===== config.mk =====
export PLATFORM = sky130hd
export DESIGN_NAME = ay_bus_master_flat
export DESIGN_NICKNAME = d
export VERILOG_FILES = /design/src/rtl/ay_bus_pkg.sv /design/src/rtl/ay_bus_master_if.sv /design/src/rtl/ay_req_fifo.sv /design/src/rtl/ay_bus_master.sv /design/src/flat_wrapper.sv
export SDC_FILE = /design/constraint.sdc
export NUM_CORES = 1
export LEC_CHECK = 0
export ABC_AREA = 0
export CAP_MARGIN = 20
export CORE_ASPECT_RATIO = 1.4
export CORE_MARGIN = 3
export CORE_UTILIZATION = 30
export CTS_BUF_LIST = sky130_fd_sc_hd__clkbuf_8
export DETAILED_ROUTE_END_ITERATION = 10
export GPL_TIMING_DRIVEN = 0
export SYNTH_ARGS = -nofsm -noshare
export SYNTH_HDL_FRONTEND = slang
export SYNTH_HIERARCHICAL = 1
export SYNTH_SLANG_ARGS = --single-unit

===== constraint.sdc =====
create_clock -name CLK -period 2.4 [get_ports CLK]
set_input_delay 0.36 -clock CLK [delete_from_list [all_inputs] [get_ports CLK]]
set_output_delay 0.36 -clock CLK [all_outputs]
set_load 0.1 [all_outputs]

===== src/rtl/ay_bus_pkg.sv =====
// ay_bus_pkg: shared types and bus-mode encodings for the ym2149 bus master
package ay_bus_pkg;
  typedef enum logic [2:0] {IDLE, ADDR, AGAP, DATA, DGAP} ay_bus_state_t;
  localparam logic [1:0] BUS_IDLE  = 2'b00;
  localparam logic [1:0] BUS_READ  = 2'b01;
  localparam logic [1:0] BUS_WRITE = 2'b10;
  localparam logic [1:0] BUS_ADDR  = 2'b11;
  typedef struct packed {
    logic       wr;
    logic [3:0] addr;
    logic [7:0] data;
  } ay_req_t;
  function automatic int max2(int a, int b);
    return a > b ? a : b;
  endfunction
endpackage


===== src/rtl/ay_bus_master_if.sv =====
// ay_bus_master_if: host request/response handshake plus PSG bus pins
interface ay_bus_master_if;
  logic       REQ_VALID;
  logic       REQ_READY;
  logic       REQ_WR;
  logic [3:0] REQ_ADDR;
  logic [7:0] REQ_DATA;
  logic       RSP_VALID;
  logic [7:0] RSP_DATA;
  logic       BUSY;
  logic       BDIR;
  logic       BC;
  logic [7:0] PSG_DI;
  logic [7:0] PSG_DO;
  modport master (
    input  REQ_VALID, REQ_WR, REQ_ADDR, REQ_DATA, PSG_DO,
    output REQ_READY, RSP_VALID, RSP_DATA, BUSY, BDIR, BC, PSG_DI
  );
  modport slave (
    output REQ_VALID, REQ_WR, REQ_ADDR, REQ_DATA, PSG_DO,
    input  REQ_READY, RSP_VALID, RSP_DATA, BUSY, BDIR, BC, PSG_DI
  );
endinterface


===== src/rtl/ay_req_fifo.sv =====
// ay_req_fifo: show-ahead synchronous request FIFO with full/empty and next-cycle full flags
module ay_req_fifo
  import ay_bus_pkg::*;
#(
  parameter int DEPTH = 4
) (
  input  logic    clk,
  input  logic    rst,
  input  logic    push,
  input  ay_req_t wdata,
  input  logic    pop,
  output ay_req_t rdata,
  output logic    full,
  output logic    full_nxt,
  output logic    empty
);
  localparam int AW = $clog2(DEPTH);
  ay_req_t mem_q [DEPTH];
  logic [AW-1:0] wp_q, wp_d, rp_q, rp_d;
  logic [AW:0] cnt_q, cnt_d;
  assign wp_d = push ? wp_q + 1'b1 : wp_q;
  assign rp_d = pop ? rp_q + 1'b1 : rp_q;
  assign cnt_d = cnt_q + {{AW{1'b0}}, push} - {{AW{1'b0}}, pop};
  assign full = cnt_q == (AW+1)'(DEPTH);
  assign full_nxt = cnt_d == (AW+1)'(DEPTH);
  assign empty = cnt_q == '0;
  assign rdata = mem_q[rp_q];
  always_ff @(posedge clk)
    if (push) mem_q[wp_q] <= wdata;
  always_ff @(posedge clk)
    if (rst) begin
      wp_q <= '0;
      rp_q <= '0;
      cnt_q <= '0;
    end else begin
      wp_q <= wp_d;
      rp_q <= rp_d;
      cnt_q <= cnt_d;
    end
endmodule


===== src/rtl/ay_bus_master.sv =====
// ay_bus_master: queued BDIR/BC address/data sequencer for the ym2149 PSG; AY_ADDR_CACHE_EN skips re-latching an unchanged address
module ay_bus_master
  import ay_bus_pkg::*;
#(
  parameter int PULSE_W = 2,
  parameter int GAP_W = 1,
  parameter int FIFO_DEPTH = 4
) (
  input logic CLK,
  input logic RESET,
  ay_bus_master_if.master bus
);
  localparam int CW = $clog2(max2(PULSE_W, GAP_W) + 1);
  localparam logic [CW-1:0] P_LD = CW'(PULSE_W - 1);
  localparam logic [CW-1:0] G_LD = CW'(GAP_W - 1);
  ay_bus_state_t state_q, state_d;
  logic [CW-1:0] cnt_q, cnt_d;
  ay_req_t req_q, req_d, head, wdata;
  logic [1:0] mode_q, mode_d;
  logic [7:0] di_q, di_d, rsp_data_q, rsp_data_d;
  logic rsp_valid_q, rsp_valid_d, ready_q, push, pop, full, full_nxt, empty, hit;

  assign wdata = '{wr: bus.REQ_WR, addr: bus.REQ_ADDR, data: bus.REQ_DATA};
  assign push = bus.REQ_VALID & ready_q & ~full;

  ay_req_fifo #(.DEPTH(FIFO_DEPTH)) u_fifo (
    .clk(CLK), .rst(RESET), .push, .wdata, .pop, .rdata(head), .full, .full_nxt, .empty
  );

  always_comb begin
    state_d = state_q;
    cnt_d = cnt_q == '0 ? '0 : cnt_q - 1'b1;
    req_d = req_q;
    pop = 1'b0;
    rsp_valid_d = 1'b0;
    rsp_data_d = rsp_data_q;
    case (state_q)
      IDLE: if (!empty) begin
        pop = 1'b1;
        req_d = head;
        state_d = hit ? DATA : ADDR;
        cnt_d = P_LD;
      end
      ADDR: if (cnt_q == '0) begin
        state_d = AGAP;
        cnt_d = G_LD;
      end
      AGAP: if (cnt_q == '0) begin
        state_d = DATA;
        cnt_d = P_LD;
      end
      DATA: if (cnt_q == '0) begin
        state_d = DGAP;
        cnt_d = G_LD;
        rsp_valid_d = !req_q.wr;
        rsp_data_d = req_q.wr ? rsp_data_q : bus.PSG_DO;
      end
      DGAP: if (cnt_q == '0) state_d = IDLE;
      default: state_d = IDLE;
    endcase
    // bus pins are registered from the next state so they line up with state_q
    mode_d = state_d == ADDR ? BUS_ADDR :
             state_d == DATA ? (req_d.wr ? BUS_WRITE : BUS_READ) : BUS_IDLE;
    di_d = state_d == ADDR ? {4'h0, req_d.addr} :
           (state_d == DATA && req_d.wr) ? req_d.data : 8'h00;
  end

`ifdef AY_ADDR_CACHE_EN
  logic [3:0] cache_addr_q, cache_addr_d;
  logic cache_vld_q, cache_vld_d;
  assign cache_addr_d = state_d == ADDR ? req_d.addr : cache_addr_q;
  assign cache_vld_d = cache_vld_q | (state_d == ADDR);
  assign hit = cache_vld_q && head.addr == cache_addr_q;
  always_ff @(posedge CLK)
    if (RESET) begin
      cache_addr_q <= '0;
      cache_vld_q <= 1'b0;
    end else begin
      cache_addr_q <= cache_addr_d;
      cache_vld_q <= cache_vld_d;
    end
`else
  assign hit = 1'b0;
`endif

  always_ff @(posedge CLK)
    if (RESET) begin
      state_q <= IDLE;
      cnt_q <= '0;
      req_q <= '0;
      mode_q <= BUS_IDLE;
      di_q <= '0;
      rsp_valid_q <= 1'b0;
      rsp_data_q <= '0;
      ready_q <= 1'b0;
    end else begin
      state_q <= state_d;
      cnt_q <= cnt_d;
      req_q <= req_d;
      mode_q <= mode_d;
      di_q <= di_d;
      rsp_valid_q <= rsp_valid_d;
      rsp_data_q <= rsp_data_d;
      ready_q <= !full_nxt;
    end

  assign bus.BDIR = mode_q[1];
  assign bus.BC = mode_q[0];
  assign bus.PSG_DI = di_q;
  assign bus.RSP_VALID = rsp_valid_q;
  assign bus.RSP_DATA = rsp_data_q;
  assign bus.REQ_READY = ready_q;
  assign bus.BUSY = !empty || state_q != IDLE;
endmodule


===== src/flat_wrapper.sv =====
// flat-port wrapper written by rule: the top's interface ports become plain ports
module ay_bus_master_flat import ay_bus_pkg::*;
#(
  parameter int PULSE_W = 2,
  parameter int GAP_W = 1,
  parameter int FIFO_DEPTH = 4
)
  (CLK, RESET, bus_REQ_VALID, bus_REQ_WR, bus_REQ_ADDR, bus_REQ_DATA, bus_PSG_DO, bus_REQ_READY, bus_RSP_VALID, bus_RSP_DATA, bus_BUSY, bus_BDIR, bus_BC, bus_PSG_DI);
  ay_bus_master_if bus_i ();
  input logic CLK;
  input logic RESET;
  input wire logic [$bits(bus_i.REQ_VALID)-1:0] bus_REQ_VALID;
  input wire logic [$bits(bus_i.REQ_WR)-1:0] bus_REQ_WR;
  input wire logic [$bits(bus_i.REQ_ADDR)-1:0] bus_REQ_ADDR;
  input wire logic [$bits(bus_i.REQ_DATA)-1:0] bus_REQ_DATA;
  input wire logic [$bits(bus_i.PSG_DO)-1:0] bus_PSG_DO;
  output wire logic [$bits(bus_i.REQ_READY)-1:0] bus_REQ_READY;
  output wire logic [$bits(bus_i.RSP_VALID)-1:0] bus_RSP_VALID;
  output wire logic [$bits(bus_i.RSP_DATA)-1:0] bus_RSP_DATA;
  output wire logic [$bits(bus_i.BUSY)-1:0] bus_BUSY;
  output wire logic [$bits(bus_i.BDIR)-1:0] bus_BDIR;
  output wire logic [$bits(bus_i.BC)-1:0] bus_BC;
  output wire logic [$bits(bus_i.PSG_DI)-1:0] bus_PSG_DI;
  assign bus_i.REQ_VALID = bus_REQ_VALID;
  assign bus_i.REQ_WR = bus_REQ_WR;
  assign bus_i.REQ_ADDR = bus_REQ_ADDR;
  assign bus_i.REQ_DATA = bus_REQ_DATA;
  assign bus_i.PSG_DO = bus_PSG_DO;
  assign bus_REQ_READY = bus_i.REQ_READY;
  assign bus_RSP_VALID = bus_i.RSP_VALID;
  assign bus_RSP_DATA = bus_i.RSP_DATA;
  assign bus_BUSY = bus_i.BUSY;
  assign bus_BDIR = bus_i.BDIR;
  assign bus_BC = bus_i.BC;
  assign bus_PSG_DI = bus_i.PSG_DI;
  ay_bus_master #(.PULSE_W(PULSE_W), .GAP_W(GAP_W), .FIFO_DEPTH(FIFO_DEPTH)) u_core (.CLK(CLK), .RESET(RESET), .bus(bus_i));
endmodule

-- Word level (Yosys, flattened, before mapping)
Memories as Yosys holds them, arrays and structs flattened. A register that Yosys moved wholly into a read port is not among the register bits.
Cells that the tools add are included.
- bitwise gates (word level): 7
- equality and inequality tests: 8
- add/subtract/negate cells: 5
- reductions and logical operators: 13
- muxes and demuxes: 24
- operators with widths (operator ; count):
    2-to-1 mux 13 bit ; 2
    2-to-1 mux 2 bit ; 9
    2-to-1 mux 3 bit ; 5
    case mux 3 bit (5 select lines) ; 1
    equality test 3 x 2 -> 1 bit, second input constant ; 3
    equality test 3 bit, second input constant ; 3
    2-to-1 mux 4 bit ; 2
    equality test 3 x 1 -> 1 bit, second input constant ; 2
    zero test 3 bit ; 2
    case mux 2 bit (3 select lines) ; 1
    OR reduction 3 bit ; 2
    NOT 1 bit ; 5
    adder 2 x 1 -> 2 bit, second input constant ; 2
    2-to-1 mux 1 bit ; 4
    adder 3 x 1 -> 3 bit ; 1
    zero test 1 bit ; 3
    AND reduction 3 bit ; 1
    nonzero test 3 bit ; 1
    subtractor 3 x 1 -> 3 bit ; 1
    bitwise AND 1 bit ; 2
    zero test 2 bit ; 1
    OR reduction 2 bit ; 1
    subtractor 2 x 1 -> 2 bit, second input constant ; 1
    logical AND 1 bit ; 1
    logical OR 1 bit ; 1
- flip-flop bits (word level): 45
- memories: 1
- output and inout bits: 21
- input bits: 24
- RAM bits: 52
- memories (memory ; words ; bits a word ; read ports ; clocked after Yosys merged registers in ; write ports ; RTL line ; text):
    u_core.u_fifo.mem_q ; 4 ; 13 ; 1 ; 1 ; 1 ; ay_req_fifo.sv:18 ; ay_req_t mem_q [DEPTH];

-- Depth between registers and ports, before layout
- depth in word-level cells: 7
- depth in mapped cells: 12
- mapped depth without buffers: 10

-- Hierarchy
The synthesis kept the hierarchy.
- by module, submodules not included (module ; seq. area each (um^2) ; area an instance (um^2) ; cells an instance ; instances):
    ay_req_fifo ; 1741.7 ; 2327.2 ; 110 ; 1
    ay_bus_master ; 760.7 ; 1446.4 ; 156 ; 1

-- Worst setup path before layout
No wires, ideal clock.
- kind: flip-flop to flip-flop
- from: register u_core.ready_q, in the netlist u_core/bus.REQ_READY
- to: register u_core.ready_q, in the netlist u_core/bus.REQ_READY
- library setup time: 0.126 ns
- stages on the path, launching flop included: 11
- clock period less this slack: 2.750 ns
- path slack: -0.350 ns
- data required time: 2.274 ns
- arrival: 2.624 ns
- cell sequence: dfxtp_1 nand2_1 nor2_1 inv_1 ha_1 inv_1 ha_1 fa_1 xor3_1 nor3_1 nor2_1
- longest elaborated chain between the ends: 6
- RTL lines (item ; RTL line ; text):
    start: declaration ; ay_bus_master.sv:21 ; logic rsp_valid_q, rsp_valid_d, ready_q, push, pop, full, full_nxt, empty, hit;
    start signal: assignment ; ay_bus_master.sv:104 ; ready_q <= !full_nxt;
    bitwise AND 1 bit (2 in a row) ; ay_bus_master.sv:24 ; assign push = bus.REQ_VALID & ready_q & ~full;
    net u_core.push ; ay_bus_master.sv:21 ;
    adder 3 x 1 -> 3 bit ; ay_req_fifo.sv:23 ; assign cnt_d = cnt_q + {{AW{1'b0}}, push} - {{AW{1'b0}}, pop};
    subtractor 3 x 1 -> 3 bit ; ay_req_fifo.sv:23 ;
    equality test 3 bit ; ay_req_fifo.sv:25 ; assign full_nxt = cnt_d == (AW+1)'(DEPTH);
    net u_core.full_nxt ; ay_bus_master.sv:21 ;
    zero test 1 bit ; ay_bus_master.sv:104 ;
The timed path passes the listed nets, and every way through them passes these cells.
A chain may end at the register's enable or synchronous reset.

-- Worst setup path after layout
- from: register u_core.state_q[2]
- to: register u_core.ready_q, in the netlist u_core/bus.REQ_READY
- longest elaborated chain between the ends: 5
- RTL lines (item ; RTL line ; text):
    start: declaration ; ay_bus_master.sv:16 ; ay_bus_state_t state_q, state_d;
    start signal: assignment ; ay_bus_master.sv:97 ; state_q <= state_d;
    zero test 3 bit ; ay_bus_master.sv:37 ; case (state_q)
    2-to-1 mux 1 bit ; ay_bus_master.sv:37 ;
    subtractor 3 x 1 -> 3 bit ; ay_req_fifo.sv:23 ;
    equality test 3 bit ; ay_req_fifo.sv:25 ;
    net u_core.full_nxt ; ay_bus_master.sv:21 ;
    zero test 1 bit ; ay_bus_master.sv:104 ;
The timed path passes the listed nets, and every way through them passes these cells.

==> metrics.md <==
| Metric | Value |
|---|---|
| Hold path depth | `2` |
| Share of cells above drive strength 1 | `16.6%` |
| Crit path DAT | `2.57 ns` |
| Area contributors post-synth | `edfxtp_1, dfxtp_1, mux4_2, nand2_1, mux2i_1` |
| Clock share of power | `18.7%` |
| GRT Util Overall | `10.2%` |
| Worst-margin pin slew | `0.981 ns` |
| Synth Warn # | `6` |
| Largest family of logic cells by synthesized area | `multiplexers` |
| Largest net degree at the start of global routing | `21` |
| Unique masters post-synth | `39` |
| EDFF count, synth | `52` |
| Post-layout util | `38.5%` |
| Asr flop ratio synth | `0%` |
| Nature of the critical path endpoint | `flip-flop` |
| CTS tree | `yes` |
| Mux cell area share after synthesis | `11.7%` |
| Status | `finished, final reports clean` |
| Num CTS Buffers | `9` |
| Final hold vios | `0` |
| Die width | `101 µm` |
| Antenna cell count | `0` |
| Wire length of the first global-routing pass | `10.8 mm` |
| Final GP Congestion | `0.762` |
| Post-route setup TNS | `0 ns` |
| P_int | `3.37 mW` |
| Skew-Pair Late Insertion Delay | `0.37 ns` |
| PnR worst setup slack | `0.0679 ns` |
| CP max FO | `9` |
| Required time worst endpoint | `2.64 ns` |
| Reg2reg start | `u_core/state_q[2]$_SDFF_PP0_` |
| Placed instance count | `457` |
| Compound-cell area share of the yosys netlist | `4.18%` |
| Area growth from synthesis to layout | `22.9%` |
| Hold WS | `0.464 ns` |
| Nets | `352` |
| Post-Synth XOR/XNOR Area | `1.33%` |
| Leakage Power | `1.57 nW` |
| Hold path start | `u_core/req_q[2]$_SDFF_PP0_` |
| Slew Limit Fails | `0` |
| Period minus WS final | `2.33 ns` |
| Die height | `139 µm` |
| WL/cell | `14.2 µm` |
| Mapped Cells | `266` |
| Post-synth top area share | `41.4%` |
| Global route overflow | `0` |
| # fillers | `1,114` |
| Die footprint | `0.0140 mm²` |
| ANT nets after route | `0` |
| Main synth FF type | `edfxtp_1` |
| Vias in the first global route | `2,235` |
| Logic pwr share | `41.0%` |
| DP HPWL | `4.59 mm` |
| Initial DRC count | `69` |
| Syn avg cell area | `14.2 µm²` |
| Routed via count | `2,156` |
| Initial Utilization | `31.3%` |
| Fmax | `0.429 GHz` |
| # H-tree levels | `3` |
| CP Class | `flip-flop to flip-flop` |
| Reg2Reg Depth | `10` |
| Via density | `4.56` |
| Post-route clock period utilization | `97.2%` |
| CTS Sinks | `99` |
| Initial antenna violation count | `0` |
| Switch share | `39.7%` |
| P per Cell Area | `1210 mW/mm²` |
| PortBufs | `44` |
| Final setup violating endpoints | `0` |
| Clk slew on worst S/H paths | `0.10 ns` |
| Normalized max-slew margin | `34.4%` |
| Clk_skew | `0.0105 ns` |
| Simple-gate area share of the yosys netlist | `11.1%` |
| Std-Cell Core Area | `0.0121 mm²` |
| Synth Register Bits | `99` |
| Critical Path Start Type | `flip-flop` |
| DRC | `0` |
| Seq/Total Area, Yosys | `66.3%` |
| Pre-CTS setup slack | `-0.419 ns` |
| Worst hold-check path type | `flip-flop to flip-flop` |
| I/O pins | `45` |
| NetSw | `2.22 mW` |
| Sequential Power Share | `40.3%` |
| Maxcap violations | `0` |
| Clock buffer depth | `2` |
| CP startpoint | `u_core/state_q[2]$_SDFF_PP0_` |
| Hold-fix buffers, CTS | `0` |
| Syn Nets | `297` |
| Final wirelength | `6.69 mm` |
| Root Buffer | `clkbuf_8` |
| Peak supply drop | `368 µV` |
| Post-Synth Adder-Cell Area | `2.52%` |
| Post-synth top area cell | `edfxtp_1` |
| Mapped cell area | `0.00377 mm²` |
| Initial DRT Pass Iterations | `4` |
| Rows | `47` |
| Non-filler instance count after layout | `473` |
sequential cells by signal (all words and copies together) (netlist names), named ones only:
name / count
u_core/mode_q: 2
u_core/bus.PSG_DI: 8
u_core/u_fifo/mem_q: 52
u_core/state_q: 3
u_core/bus.RSP_DATA: 8
u_core/bus.RSP_VALID: 1
u_core/u_fifo/cnt_q: 3
u_core/req_q: 13
u_core/u_fifo/rp_q: 2
u_core/cnt_q: 2
u_core/u_fifo/wp_q: 2
u_core/bus.REQ_READY: 1
worst max-delay path, stage by stage (launching register included):
cell and delay [ns]:
dfxtp_2 0.33, buf_6 0.12, or4_4 0.57, inv_4 0.11, ha_4 0.14, inv_4 0.03, ha_4 0.15, fa_2 0.34
xor3_1 0.23, nor3_2 0.12, nor2_1 0.06
per-layer routing:
metal	vias to the layer above	GRT usage, %	part of all wire [%]
met1	1031	11.5	41
met4	0	5.32	2.4
li1	1068	-	-
met5	-	0	0
met2	46	17.6	53
met3	11	2.42	4.1
metrics by stage:
stage | instance area, µm² | total power, mW
6_report | 4640 | 5.59
5_1_grt | 4640 | 5.94
4_1_cts | 4620 | 5.60
3_5_place_dp | 4400 | 4.48
3_3_place_gp | 4400 | 4.46
2_1_floorplan | 3770 | 3.99
cells by family after synthesis:
group           count (synthesis)
flops                          99
buf+inv                        20
xor+xnor                        4
simple gates                   88
compound gates                 23
mux                            25
fa+ha+maj                       7
timing repair:
item                       CTS  global route
cloned                       0             0
buffers inserted             3             0
gates resized for setup      4             9
pin swaps                    1             4
setup endpoints to repair    4             3
synthesized netlist by cell type, types with 2 or more instances:
cell type and number:
nor3b_1 2, mux4_1 3, nor3_1 4, nor2_1 25, buf_6 4, clkbuf_1 4, inv_1 8, a21oi_1 10
buf_2 3, dfxtp_1 47, mux4_2 10, mux2i_1 10, xnor2_1 2, nand3b_1 2, nand3_1 4, a31oi_1 4
nor2b_1 6, edfxtp_1 52, and2_1 8, ha_1 6, a21oi_2 4, nand2_1 31
cells in the final DEF, fill, tap and decap left out, types with 3 or more instances in the layout:
cell type	Yosys	layout
mux4_1	3	3
clkbuf_1	4	4
mux2i_1	10	10
clkbuf_8	0	9
clkdlybuf4s50_1	0	43
mux4_2	10	10
buf_4	0	3
ha_1	6	4
inv_1	8	7
a31oi_1	4	4
nand2_1	31	31
and2_1	8	8
a21oi_2	4	4
edfxtp_1	52	52
a21oi_1	10	10
nand3_1	4	4
nor2b_1	6	6
inv_6	0	4
dfxtp_1	47	45
nor2_1	25	24
worst paths after layout:
check,end,slack [ns]
hold reg to reg,u_core/req_q[2]$_SDFF_PP0_,0.46
setup / recovery,u_core/bus.REQ_READY$_SDFF_PP0_,0.07
hold / removal,u_core/req_q[2]$_SDFF_PP0_,0.46
setup reg to reg,u_core/bus.REQ_READY$_SDFF_PP0_,0.07
power by group through the flow:
stage	Clock, mW	Sequential [mW]	Combinational [mW]
after floorplan	0	2.67	1.32
after global placement	0	2.26	2.19
after detailed placement	0	2.28	2.21
after CTS	1.08	2.24	2.28
after global routing	1.16	2.29	2.48
final	1.04	2.26	2.29
layout make-up:
type	count	area, µm²	share of cell area, %
buffer	8	47.5	1.02
sequential	99	2500	54.0
clock inverter	7	76.3	1.65
tap	147	184	3.96
inverter	9	38.8	0.836
multi-input combinational	147	1200	25.9
clock buffer	9	124	2.67
timing repair buffer	47	462	9.95
Power figures use the tool's default switching activity.
